### config.mk
export PLATFORM = sky130hd
export DESIGN_NAME = pulse_bram_drain
export DESIGN_NICKNAME = d
export VERILOG_FILES = /design/src/rtl/pulse_pkg.sv /design/src/rtl/fp32_to_ufix.sv /design/src/rtl/pulse_bram_drain.sv
export SDC_FILE = /design/constraint.sdc
export NUM_CORES = 1
export LEC_CHECK = 0
export CAP_MARGIN = 20
export CORE_ASPECT_RATIO = 0.7
export CORE_UTILIZATION = 25
export DETAILED_ROUTE_END_ITERATION = 8
export PLACE_DENSITY = 0.47
export SLEW_MARGIN = 20
export SYNTH_ARGS = -nofsm -noshare
export SYNTH_HDL_FRONTEND = slang
export SYNTH_SLANG_ARGS = --single-unit
### constraint.sdc
create_clock -name clk -period 6.7 [get_ports clk]
set_input_delay 0.67 -clock clk [delete_from_list [all_inputs] [get_ports clk]]
set_output_delay 0.67 -clock clk [all_outputs]
set_load 0.05 [all_outputs]
### src/rtl/pulse_pkg.sv
// Shared definitions for the pulse accumulation path: fp32 field layout,
// window geometry defaults and the drain FSM state encoding.
package pulse_pkg;

  localparam int unsigned FP32_EXP_BIAS   = 127;
  localparam int unsigned FP32_EXP_W      = 8;
  localparam int unsigned FP32_MANT_W     = 23;
  localparam int unsigned DEF_NUM_TAPS    = 13;
  localparam int unsigned DEF_ADDR_STRIDE = 4;

  typedef struct packed {
    logic                   sign;
    logic [FP32_EXP_W-1:0]  expo;
    logic [FP32_MANT_W-1:0] mant;
  } fp32_t;

  typedef enum logic [3:0] {
    ST_IDLE,
    ST_REQ,
    ST_RD0,
    ST_WAIT0,
    ST_CAP0,
    ST_RDI,
    ST_WAITI,
    ST_WRI,
    ST_CLR,
    ST_DONE
  } drain_state_e;

endpackage

### src/rtl/fp32_to_ufix.sv
// Combinational fp32 -> unsigned fixed-point code, truncating toward zero,
// with negative/zero/denormal/NaN mapped to 0 and overflow/+Inf saturated.
module fp32_to_ufix
  import pulse_pkg::*;
#(
  parameter int unsigned DAC_WIDTH = 16,
  parameter int unsigned FRAC_BITS = 12
) (
  input  logic [31:0]          fp_i,
  output logic [DAC_WIDTH-1:0] code_o
);

  localparam int unsigned INT_BITS = DAC_WIDTH - FRAC_BITS;
  localparam int unsigned SIG_W    = FP32_MANT_W + 1;
  localparam int unsigned WIDE_W   = DAC_WIDTH + SIG_W;

  fp32_t              f;
  logic [SIG_W-1:0]   sig;
  logic signed [10:0] e_unb;
  logic signed [10:0] sh;

  assign f     = fp_i;
  assign sig   = {1'b1, f.mant};
  assign e_unb = $signed({3'b000, f.expo}) - $signed(11'(FP32_EXP_BIAS));
  // Binary point of the 24-bit significand sits FP32_MANT_W bits up.
  assign sh    = e_unb + $signed(11'(FRAC_BITS)) - $signed(11'(FP32_MANT_W));

  always_comb begin
    code_o = '0;
    if (f.sign || (f.expo == '0)) begin
      code_o = '0;
    end else if (f.expo == '1) begin
      code_o = (f.mant == '0) ? '1 : '0;
    end else if (e_unb >= $signed(11'(INT_BITS))) begin
      code_o = '1;
    end else if (!sh[10]) begin
      code_o = DAC_WIDTH'(WIDE_W'(sig) << 11'(sh));
    end else begin
      code_o = DAC_WIDTH'(WIDE_W'(sig) >> 11'(-sh));
    end
  end

endmodule

### src/rtl/pulse_bram_drain.sv
// Pops word 0 of the pulse accumulation window each sample tick, converts it
// to a DAC code and shifts the window down one word, zero-filling the tail.
module pulse_bram_drain
  import pulse_pkg::*;
#(
  parameter int unsigned NUM_TAPS    = DEF_NUM_TAPS,
  parameter int unsigned ADDR_STRIDE = DEF_ADDR_STRIDE,
  parameter int unsigned SAMPLE_DIV  = 100,
  parameter int unsigned DAC_WIDTH   = 16,
  parameter int unsigned FRAC_BITS   = 12
) (
  input  logic                 clk,
  input  logic                 rst,
  input  logic                 enable,
  output logic                 bram_req,
  input  logic                 bram_gnt,
  output logic [31:0]          bram_addr,
  output logic [31:0]          bram_data_in,
  output logic                 bram_we,
  output logic                 bram_ena,
  input  logic [31:0]          bram_data_out,
  output logic [DAC_WIDTH-1:0] sample_out,
  output logic                 sample_valid,
  output logic                 overrun
);

  localparam int unsigned IDX_W = $clog2(NUM_TAPS);
  localparam int unsigned CNT_W = $clog2(SAMPLE_DIV);

  drain_state_e         state_q, state_d;
  logic [IDX_W-1:0]     idx_q, idx_d;
  logic [CNT_W-1:0]     cnt_q, cnt_d;
  logic                 pending_q, pending_d;
  logic                 req_q, req_d;
  logic [31:0]          addr_q, addr_d;
  logic [31:0]          din_q, din_d;
  logic                 we_q, we_d;
  logic                 ena_q, ena_d;
  logic [DAC_WIDTH-1:0] sample_q, sample_d;
  logic                 valid_q, valid_d;
  logic                 overrun_q, overrun_d;
  logic [DAC_WIDTH-1:0] conv_code;
  logic                 tick_c;

  function automatic logic [31:0] word_addr(input logic [IDX_W-1:0] i);
    return 32'(i) * 32'(ADDR_STRIDE);
  endfunction

  fp32_to_ufix #(
    .DAC_WIDTH (DAC_WIDTH),
    .FRAC_BITS (FRAC_BITS)
  ) u_conv (
    .fp_i   (bram_data_out),
    .code_o (conv_code)
  );

  assign tick_c = enable && (cnt_q == CNT_W'(SAMPLE_DIV - 1));

  always_ff @(posedge clk) begin
    if (rst) begin
      state_q   <= ST_IDLE;
      idx_q     <= '0;
      cnt_q     <= '0;
      pending_q <= 1'b0;
      req_q     <= 1'b0;
      addr_q    <= '0;
      din_q     <= '0;
      we_q      <= 1'b0;
      ena_q     <= 1'b0;
      sample_q  <= '0;
      valid_q   <= 1'b0;
      overrun_q <= 1'b0;
    end else begin
      state_q   <= state_d;
      idx_q     <= idx_d;
      cnt_q     <= cnt_d;
      pending_q <= pending_d;
      req_q     <= req_d;
      addr_q    <= addr_d;
      din_q     <= din_d;
      we_q      <= we_d;
      ena_q     <= ena_d;
      sample_q  <= sample_d;
      valid_q   <= valid_d;
      overrun_q <= overrun_d;
    end
  end

  always_comb begin
    state_d   = state_q;
    idx_d     = idx_q;
    cnt_d     = cnt_q;
    pending_d = pending_q;
    req_d     = req_q;
    addr_d    = '0;
    din_d     = '0;
    we_d      = 1'b0;
    ena_d     = 1'b0;
    sample_d  = sample_q;
    valid_d   = 1'b0;
    overrun_d = overrun_q;

    if (!enable || tick_c) begin
      cnt_d = '0;
    end else begin
      cnt_d = cnt_q + CNT_W'(1);
    end

    // pending doubles as the busy flag until DONE, so a tick now is dropped.
    if (tick_c) begin
      if (pending_q) begin
        overrun_d = 1'b1;
      end else begin
        pending_d = 1'b1;
      end
    end
    if (!enable && (state_q == ST_IDLE)) begin
      pending_d = 1'b0;
    end

    // Port signals are registered: BRAM sees them the cycle after the state.
    case (state_q)
      ST_IDLE: begin
        if (pending_q && enable) begin
          req_d   = 1'b1;
          state_d = ST_REQ;
        end
      end
      ST_REQ: begin
        if (bram_gnt) begin
          state_d = ST_RD0;
        end
      end
      ST_RD0: begin
        addr_d  = '0;
        ena_d   = 1'b1;
        state_d = ST_WAIT0;
      end
      ST_WAIT0: begin
        state_d = ST_CAP0;
      end
      ST_CAP0: begin
        sample_d = conv_code;
        valid_d  = 1'b1;
        idx_d    = IDX_W'(1);
        state_d  = ST_RDI;
      end
      ST_RDI: begin
        addr_d  = word_addr(idx_q);
        ena_d   = 1'b1;
        state_d = ST_WAITI;
      end
      ST_WAITI: begin
        state_d = ST_WRI;
      end
      ST_WRI: begin
        addr_d = word_addr(idx_q - IDX_W'(1));
        ena_d  = 1'b1;
        we_d   = 1'b1;
        din_d  = bram_data_out;
        if (idx_q < IDX_W'(NUM_TAPS - 1)) begin
          idx_d   = idx_q + IDX_W'(1);
          state_d = ST_RDI;
        end else begin
          state_d = ST_CLR;
        end
      end
      ST_CLR: begin
        addr_d  = word_addr(IDX_W'(NUM_TAPS - 1));
        ena_d   = 1'b1;
        we_d    = 1'b1;
        din_d   = '0;
        state_d = ST_DONE;
      end
      ST_DONE: begin
        req_d     = 1'b0;
        pending_d = 1'b0;
        state_d   = ST_IDLE;
      end
      default: begin
        state_d = ST_IDLE;
      end
    endcase
  end

  assign bram_req     = req_q;
  assign bram_addr    = addr_q;
  assign bram_data_in = din_q;
  assign bram_we      = we_q;
  assign bram_ena     = ena_q;
  assign sample_out   = sample_q;
  assign sample_valid = valid_q;
  assign overrun      = overrun_q;

endmodule

==> results.json <==
{
  "cts_resized": 0,
  "cp-start-kind": "input pin",
  "critPathKind": "input pin to register",
  "synth_ff_type": "dfxtp_1",
  "whs_ns": 0.466,
  "cts.reportedPaths.clkPinSlew_ns": 0.05,
  "wl_per_cell_um": 15.6,
  "worstPathRequired_ns": 6.96,
  "power.density_mw_per_mm2": 212,
  "seq_area_frac_synth_pct": 31.4,
  "synth-seq-cells": 73,
  "overflow": 0,
  "totalWireLength_um": 13800,
  "hold_path_end": "cnt_q[0]$_SDFF_PP0_",
  "core_area_sq_mm": 0.0181,
  "nets": 689,
  "max_stage_delay_ns": 0.75,
  "status": "finished, final reports clean",
  "vias": 4240,
  "slew_headroom_pct": 38.2,
  "cap_viol_max_count": 0,
  "syn_inst": 571,
  "die_area_sq_mm": 0.0192,
  "r2r-start": "state_q[2]$_SDFFE_PP0P_",
  "clockBufferDepth": 2,
  "routed_via_density": 4.79,
  "hold_path_class": "register to register",
  "antenna_left": 0,
  "gp_congestion": 0.828,
  "cts-root-buf": "clkbuf_16",
  "io_pins": 121,
  "finalMaxSlewViolations": 0,
  "syn2layout_area_growth_pct": 29.0,
  "grt_start_max_net_pins": 46,
  "period_minus_slack_ns": 4.41,
  "grt_pass1_vias": 3891,
  "p_leak_nw": 2.21,
  "cts_hold_buf": 0,
  "syn_area_per_cell_sq_um": 8.15,
  "antenna_found_initial": 0,
  "die_x_um": 165,
  "drtIter0Drc": 248,
  "postCtsSetupBuffers": 0,
  "rsz0062_at_grt": "false",
  "start_util_pct": 25.7,
  "rr_worst_depth": 6,
  "fin_skew_ns": 0.00884,
  "synth_area_sq_mm": 0.00465,
  "clk_latency_ns": 0.34,
  "tns_ns": 0,
  "critPathMaxFanout": 42,
  "min_from": "cnt_q[0]$_SDFF_PP0_",
  "synth.distinct_cells": 68,
  "fmax_ghz": 0.227,
  "n_fill_cell": 1901,
  "clock-sinks": 73,
  "path_cells": "clkdlybuf4s50_1 > buf_4 > ha_1 > xor2_1 > a22o_1 > a22oi_2 > a41oi_2 > and2_1 > mux2i_1 > o31ai_2 > or4b_1 > o31ai_2",
  "grt_pass1_wl_um": 21800,
  "synth-edff-count": 0,
  "fin_crit_sh_pct": 65.8,
  "yosys_warnings": 0,
  "post-dp-hpwl_um": 10500,
  "cp.arrival_ns": 4.67,
  "die_y_um": 116,
  "end_kind": "register",
  "remaining_drc_errors": 0,
  "hold_violations": 0,
  "cts_tree": "done",
  "regToRegSetupSlack_ns": 3.92,
  "cp_common_cell": "o31ai_2",
  "worst_pin_slew_ns": 0.924,
  "htreeDepth": 3,
  "grt_usage_pct": 14.9,
  "r2r-end": "sample_out[8]$_SDFFE_PP0P_",
  "cpMaxStageDelayCell": "xor2_1",
  "finalSetupViolCount": 0,
  "numCtsBuffers": 9,
  "ir_drop_v": 0.000138,
  "whs_path_depth": 1,
  "io_buffers": 92,
  "num_rows": 41,
  "drive_above_1_share_pct": 8.62,
  "first_pass_iters": 4,
  "synthArstFlopShare_pct": 0,
  "antenna_cells": 0
}
-- worst max-delay path by stage --
stage,cells after the start,slack [ns],start,endpoint
2_1_floorplan,12,3.06,bram_data_out[23],sample_out[8]$_SDFFE_PP0P_
3_3_place_gp,12,2.12,bram_data_out[23],sample_out[8]$_SDFFE_PP0P_
3_5_place_dp,12,2.02,bram_data_out[23],sample_out[8]$_SDFFE_PP0P_
4_1_cts,12,2.33,bram_data_out[23],sample_out[8]$_SDFFE_PP0P_
5_1_grt,12,1.95,bram_data_out[23],sample_out[8]$_SDFFE_PP0P_
6_report,12,2.29,bram_data_out[23],sample_out[8]$_SDFFE_PP0P_
-- cell families (layout without fill, tap and decap cells) --
kind of cell,count (synthesis),after routing,synth area share [%]
fa+ha+maj,8,8,2.15
compound gates,145,145,19.6
xor+xnor,24,24,4.52
buf+inv,79,131,9.17
simple gates,200,200,22.0
other cells,1,28,0.0806
flops,73,73,31.4
mux,41,41,11.2
-- synthesized netlist by cell type (all sizes together), types with 6 or more instances --
cell	instances	area, sq um
dfxtp	73	1460
a21oi	54	270
nor2	51	191
buf	43	292
nand2	40	153
o21ai	35	175
and2	32	200
mux2i	26	260
clkbuf	24	90.1
nor3	18	90.1
nand3	16	80.1
xnor2	15	131
inv	11	41.3
nor4	9	56.3
xor2	9	78.8
a211oi	8	60.1
ha	8	100
mux4	8	180
a31oi	7	43.8
mux2	7	78.8
nor2b	6	37.5
-- worst max-delay path: cells and delay by family --
family	cells	cell delay [ns]
mux	1	0.08
buf+inv	2	0.84
fa+ha+maj	1	0.32
compound gates	5	1.18
simple gates	2	0.82
xor+xnor	1	0.75
-- routing by layer --
layer | part of all wire, % | GRT usage [%] | up-vias | wire [um]
met1 | 48 | 20.9 | 1975 | 6700
met3 | 6.7 | 4.12 | 14 | 921
met2 | 43 | 22.1 | 130 | 6010
li1 | - | - | 2121 | -
met4 | 1.4 | 4.53 | 0 | 194
met5 | 0 | 0 | - | 0
-- area by class of cell --
| class | count | area, sq um | share of cell area (%) |
|---|---|---|---|
| Clock buffer | 14 | 264 | 4.40 |
| Clock inverter | 2 | 60.1 | 1.00 |
| Timing Repair Buffer | 103 | 1000 | 16.7 |
| Multi-Input combinational cell | 446 | 2880 | 47.9 |
| Tap cell | 236 | 295 | 4.92 |
| Sequential cell | 73 | 1460 | 24.3 |
| Inverter | 12 | 45.0 | 0.750 |
-- where the power goes --
part	switching (mW)	internal [mW]	total [mW]
combinational	0.201	0.110	0.311
clock	0.180	0.347	0.527
sequential	0.000535	0.435	0.435
total	0.381	0.892	1.27
-- placed cells by master (no fill, tap or decap), types with 8 or more instances in the layout --
master	count
mux2i_1	26
a21oi_1	54
xor2_1	9
nor3_1	18
nand2_1	39
o21ai_1	8
nor2_1	51
buf_4	11
nor4_1	9
dfxtp_1	73
nand3_1	16
clkbuf_16	9
o21ai_0	27
clkdlybuf4s50_1	92
xnor2_1	14
and2_1	32
conb_1	28
a211oi_1	8
inv_1	11
mux4_2	8
ha_1	8
-- state kept, by name (all words and copies together) (netlist names) --
name	cells
sample_out	16
cnt_q	7
bram_ena	1
bram_we	1
bram_req	1
bram_addr	4
overrun	1
state_q	4
bram_data_in	32
sample_valid	1
idx_q	4
pending_q	1
-- metrics by stage --
stage	instances	power (mW)	utilization [%]	setup WS [ns]	area, sq um
3_3_place_gp	870	0.754	31.4	2.12	5680
4_1_cts	886	1.29	33.2	2.33	6000
3_5_place_dp	870	0.754	31.4	2.02	5680
5_1_grt	886	1.34	33.2	1.95	6000
6_report	886	1.27	33.2	2.29	6000
2_1_floorplan	598	0.678	-	3.06	4760
No activity file was read; power rests on OpenSTA's default activity.
